**config.mk**
```make
export PLATFORM = sky130hd
export DESIGN_NAME = sig_filter_mc
export DESIGN_NICKNAME = d
export VERILOG_FILES = /design/src/rtl/sig_filter_mc.sv
export SDC_FILE = /design/constraint.sdc
export NUM_CORES = 1
export LEC_CHECK = 0
export ABC_AREA = 1
export CAP_MARGIN = 20
export CORE_ASPECT_RATIO = 1.1
export CORE_MARGIN = 8
export CORE_UTILIZATION = 40
export CTS_BUF_LIST = sky130_fd_sc_hd__clkbuf_8
export CTS_CLUSTER_DIAMETER = 80
export DETAILED_ROUTE_END_ITERATION = 8
export GPL_TIMING_DRIVEN = 0
export PLACE_DENSITY_LB_ADDON = 0.15
export SKIP_CTS_REPAIR_TIMING = 1
export SLEW_MARGIN = 0
export SYNTH_ARGS = -nofsm -noshare
export SYNTH_HDL_FRONTEND = slang
export SYNTH_SLANG_ARGS = --single-unit
```
**constraint.sdc**
```tcl
create_clock -name clock -period 1.7 [get_ports clock]
set_input_delay 0.255 -clock clock [delete_from_list [all_inputs] [get_ports clock]]
set_output_delay 0.255 -clock clock [all_outputs]
set_load 0.02 [all_outputs]
```
**src/rtl/sig_filter_mc.sv**
```systemverilog
// Multi-channel glitch filter / debouncer: 2-flop synchroniser per channel, programmable
// stability count before the output follows, and one-cycle rise/fall pulses on each change.
module sig_filter_mc #(
    parameter int unsigned CHANNELS  = 4,
    parameter int unsigned CNT_W     = 4,
    parameter bit          RESET_VAL = 1'b0
) (
    input  logic                clock,
    input  logic                reset,
    input  logic                enable,
    input  logic                fast_rise,
    input  logic [CNT_W-1:0]    threshold,
    input  logic [CHANNELS-1:0] sig_in,
    output logic [CHANNELS-1:0] sig_out,
    output logic [CHANNELS-1:0] rise,
    output logic [CHANNELS-1:0] fall,
    output logic [CHANNELS-1:0] busy
);

    logic [CHANNELS-1:0] s1_q, s2_q;
    logic [CHANNELS-1:0] out_q, out_d;
    logic [CHANNELS-1:0] rise_q, rise_d;
    logic [CHANNELS-1:0] fall_q, fall_d;
    logic [CNT_W-1:0]    cnt_q [CHANNELS];
    logic [CNT_W-1:0]    cnt_d [CHANNELS];
    logic [CNT_W-1:0]    teff_m1;

    // A threshold of 0 behaves as 1, so the compare limit never underflows.
    assign teff_m1 = (threshold == '0) ? '0 : threshold - CNT_W'(1);

    always_comb begin
        out_d  = out_q;
        rise_d = '0;
        fall_d = '0;
        for (int i = 0; i < CHANNELS; i++) begin
            cnt_d[i] = cnt_q[i];
            if (enable) begin
                if (s2_q[i] != out_q[i]) begin
                    if ((cnt_q[i] >= teff_m1) || (fast_rise && s2_q[i])) begin
                        out_d[i]  = s2_q[i];
                        rise_d[i] = s2_q[i];
                        fall_d[i] = ~s2_q[i];
                        cnt_d[i]  = '0;
                    end else begin
                        cnt_d[i] = cnt_q[i] + CNT_W'(1);
                    end
                end else begin
                    cnt_d[i] = '0;
                end
            end
        end
    end

    always_ff @(posedge clock or negedge reset) begin
        if (!reset) begin
            s1_q   <= {CHANNELS{RESET_VAL}};
            s2_q   <= {CHANNELS{RESET_VAL}};
            out_q  <= {CHANNELS{RESET_VAL}};
            rise_q <= '0;
            fall_q <= '0;
            for (int i = 0; i < CHANNELS; i++) begin
                cnt_q[i] <= '0;
            end
        end else begin
            s1_q   <= sig_in;
            s2_q   <= s1_q;
            out_q  <= out_d;
            rise_q <= rise_d;
            fall_q <= fall_d;
            for (int i = 0; i < CHANNELS; i++) begin
                cnt_q[i] <= cnt_d[i];
            end
        end
    end

    always_comb begin
        for (int i = 0; i < CHANNELS; i++) begin
            busy[i] = (cnt_q[i] != '0);
        end
    end

    assign sig_out = out_q;
    assign rise    = rise_q;
    assign fall    = fall_q;

endmodule

```
==> run metrics <==
status=finished clean; syn nets=around 280; Synth Register Bits=36; crit path kind=in -> reg; Post-Place Cells=325; ranking of synthesized cells by area=dfrtp_1 44%, ha_1 15%, nand2_1 15%; CP Launch Type=input port; wire length per cell=~12 µm; Worst path slowest cell=ha_1; final cycle utilization of the critical path=between 90% and 100%; H-tree level count=2; clock skew=0.003042 ns; die area=roughly 0.0076 mm²; Non-Filler Instances=approximately 330; Post-Place Setup Slack=-0.6842 ns; initial antenna violation count=0; largest net degree at the start of global routing=37; Critical Path Most Common Cell=nand2_1; Leak Pwr=about 1.4 nW; Max VDD drop=just under 0.0005 V; Total Nets Final=between 300 and 400; mean post-synth cell area=8.440 µm²; Iter 0 DRT Violations=just over 50; area post-placement=about 0.0024 mm²; GRT overflow=0; CTS tree=built; Synth Cell Area=0.002026 mm²; vias per inst=~4.8; post-synth top area cell=dfrtp_1; Die H=90.64 µm; FP Rows=27; most common cell in the netlist=nand2_1; Slew HR=roughly 46%; crit path launch=threshold[0]; Clock Latency Late Sink=roughly 0.28 ns; final-report max-slew violation count=0; Setup violations, final=0; Tmin final=1.584 ns; maxcap violations=0; gr usage total=roughly 11%; CP cell instances=dlymetal6s2s_1, nor2_4, inv_1, a21oi_4, o21ai_2, ha_1, nand2_1, inv_1, nand2_1, nand2_2, nand2_1, nand2_1, nand2_1; r2r startpoint=cnt_q[4]$_DFFE_PN0P_; Worst Max-Slew Pin Slew=between 0.8 and 0.9 ns; vias in the first global route=1510; Most used DFF post-synth=dfrtp_1; Power per Cell Area=approximately 1100 mW/mm²; root buf cell=clkbuf_8; unrepaired setup endpoints after global routing=yes; share of cells above drive strength 1=about a tenth; WL final=just over 4000 µm; Worst-path clk slew=0.06 ns; number of port buffers=27; CP endpoint kind=flop; final core occ=roughly 51%; Max Buffers Root-to-Sink=2; Yosys top cell area share=44.47%; Die W=about 84 µm; Critical path buffers and inverters=3; Detail Placement HPWL=about 3000 µm; DR vias=approximately 1600; Yosys warning count=0; core box area=just under 0.005 mm²; drc violations=0; Arrival @ worst endpoint=1.75 ns; Layout area overhead=23.78%; Post-synth top cells=79 x nand2_1, 37 x inv_1, 36 x dfrtp_1; Sink Count=36; max incr delay on CP=between 0.2 and 0.3 ns; I/O pin count=28; fmax=between 0.6 and 0.7 GHz; final setup margin=about 0.12 ns; Hold Crit Class=in -> async; number of diodes=0; required time of the critical path=between 1.5 and 2 ns; starting density of the core=between 40% and 50%; CTS Buf Count=5; Netlist cell types=18; final instance area=between 0.002 and 0.003 mm²; first-pass GRT wire length=6865 µm; Final ANT Viol Nets=0; GPL Wtd Cong=roughly 0.74; R2R setup slack=around 0.26 ns; post-synthesis sequential area ratio=approximately 44%; fraction of registers with async set/reset=100.0%; Syn Inst Count=240; Largest delay share family, worst path=simple AND/OR/NAND/NOR gates; CP Max Fanout=5; drt pass-1 iters=4; Post-synth EDFFs=0; final hold violations=0
[worst register-to-register path, cell delays in order (launching register included)]
cell and delay, ns:
dfrtp_1 0.39, inv_1 0.10, ha_1 0.30, inv_1 0.05, nand2_1 0.04, nand2_1 0.05
nand2_1 0.04, nand2_1 0.10, nand2_2 0.09, nand3_1 0.10, nand2_1 0.06
[stage by stage]
stage	hold WS, ns	setup TNS [ns]	total power [mW]
2_1_floorplan	-0.04059	0	1.859
3_3_place_gp	0.3337	-33.86	2.273
3_5_place_dp	0.3381	-16.91	2.290
4_1_cts	0.08885	-9.485	2.846
5_1_grt	0.1343	-0.1127	3.039
6_report	0.05514	0	2.795
[path summary, 6_finish.rpt]
kind,depth (start not counted),endpoint
setup / recovery,13,sig_out[3]$_DFFE_PN0P_
max in group asynchronous,1,s1_q[0]$_DFF_PN0_
hold reg to reg,0,s2_q[0]$_DFF_PN0_
hold / removal,1,cnt_q[13]$_DFFE_PN0P_
setup reg to reg,10,sig_out[2]$_DFFE_PN0P_
min in group clock,0,s2_q[0]$_DFF_PN0_
[power breakdown]
group | switching, mW | internal [mW] | total, mW
Sequential | 0.147 | 1.00 | 1.15
Combinational | 0.635 | 0.479 | 1.11
Clock | 0.270 | 0.264 | 0.534
[area by class of cell]
type	count	area [µm²]
buffer	1	5.005
clock buffer	5	68.82
fill	476	2425
inverter	37	138.9
multi-input combinational	166	1028
sequential	36	900.9
tap	58	72.57
timing repair buffer	28	292.8
[state kept, by name, indices dropped and copies added (netlist names)]
name,cells
rise,4
sig_out,4
s1_q,4
s2_q,4
fall,4
cnt_q,16
[metal layers]
metal / vias to the layer above / track usage, % / share of wire (%)
met4: 0 / 4.755 / 1.8
met2: 22 / 17.77 / 48
met3: 5 / 4.061 / 4.8
li1: 832 / - / -
met5: - / 0 / 0
met1: 735 / 12.69 / 46
[logic make-up (layout without fill, tap and decap cells)]
group,Yosys count,count (layout),share of synthesized area [%]
buf+inv,38,71,7.103
compound gates,21,21,6.733
simple gates,117,117,25.14
flops,36,36,44.47
fa+ha+maj,24,24,14.82
xor+xnor,4,4,1.729
[placed cells by master (no fill, tap or decap), drive strengths merged]
cell type | Yosys | final
nor2 | 17 | 17
ha | 24 | 24
a21oi | 6 | 6
buf | 1 | 3
dfrtp | 36 | 36
dlymetal6s2s | 0 | 8
o22ai | 10 | 10
clkdlybuf4s50 | 0 | 18
xor2 | 4 | 4
a31oi | 1 | 1
clkbuf | 0 | 5
inv | 37 | 37
nand2 | 82 | 82
o21ai | 4 | 4
nand4 | 8 | 8
nand3 | 10 | 10
(Power assumes the default switching activity.)
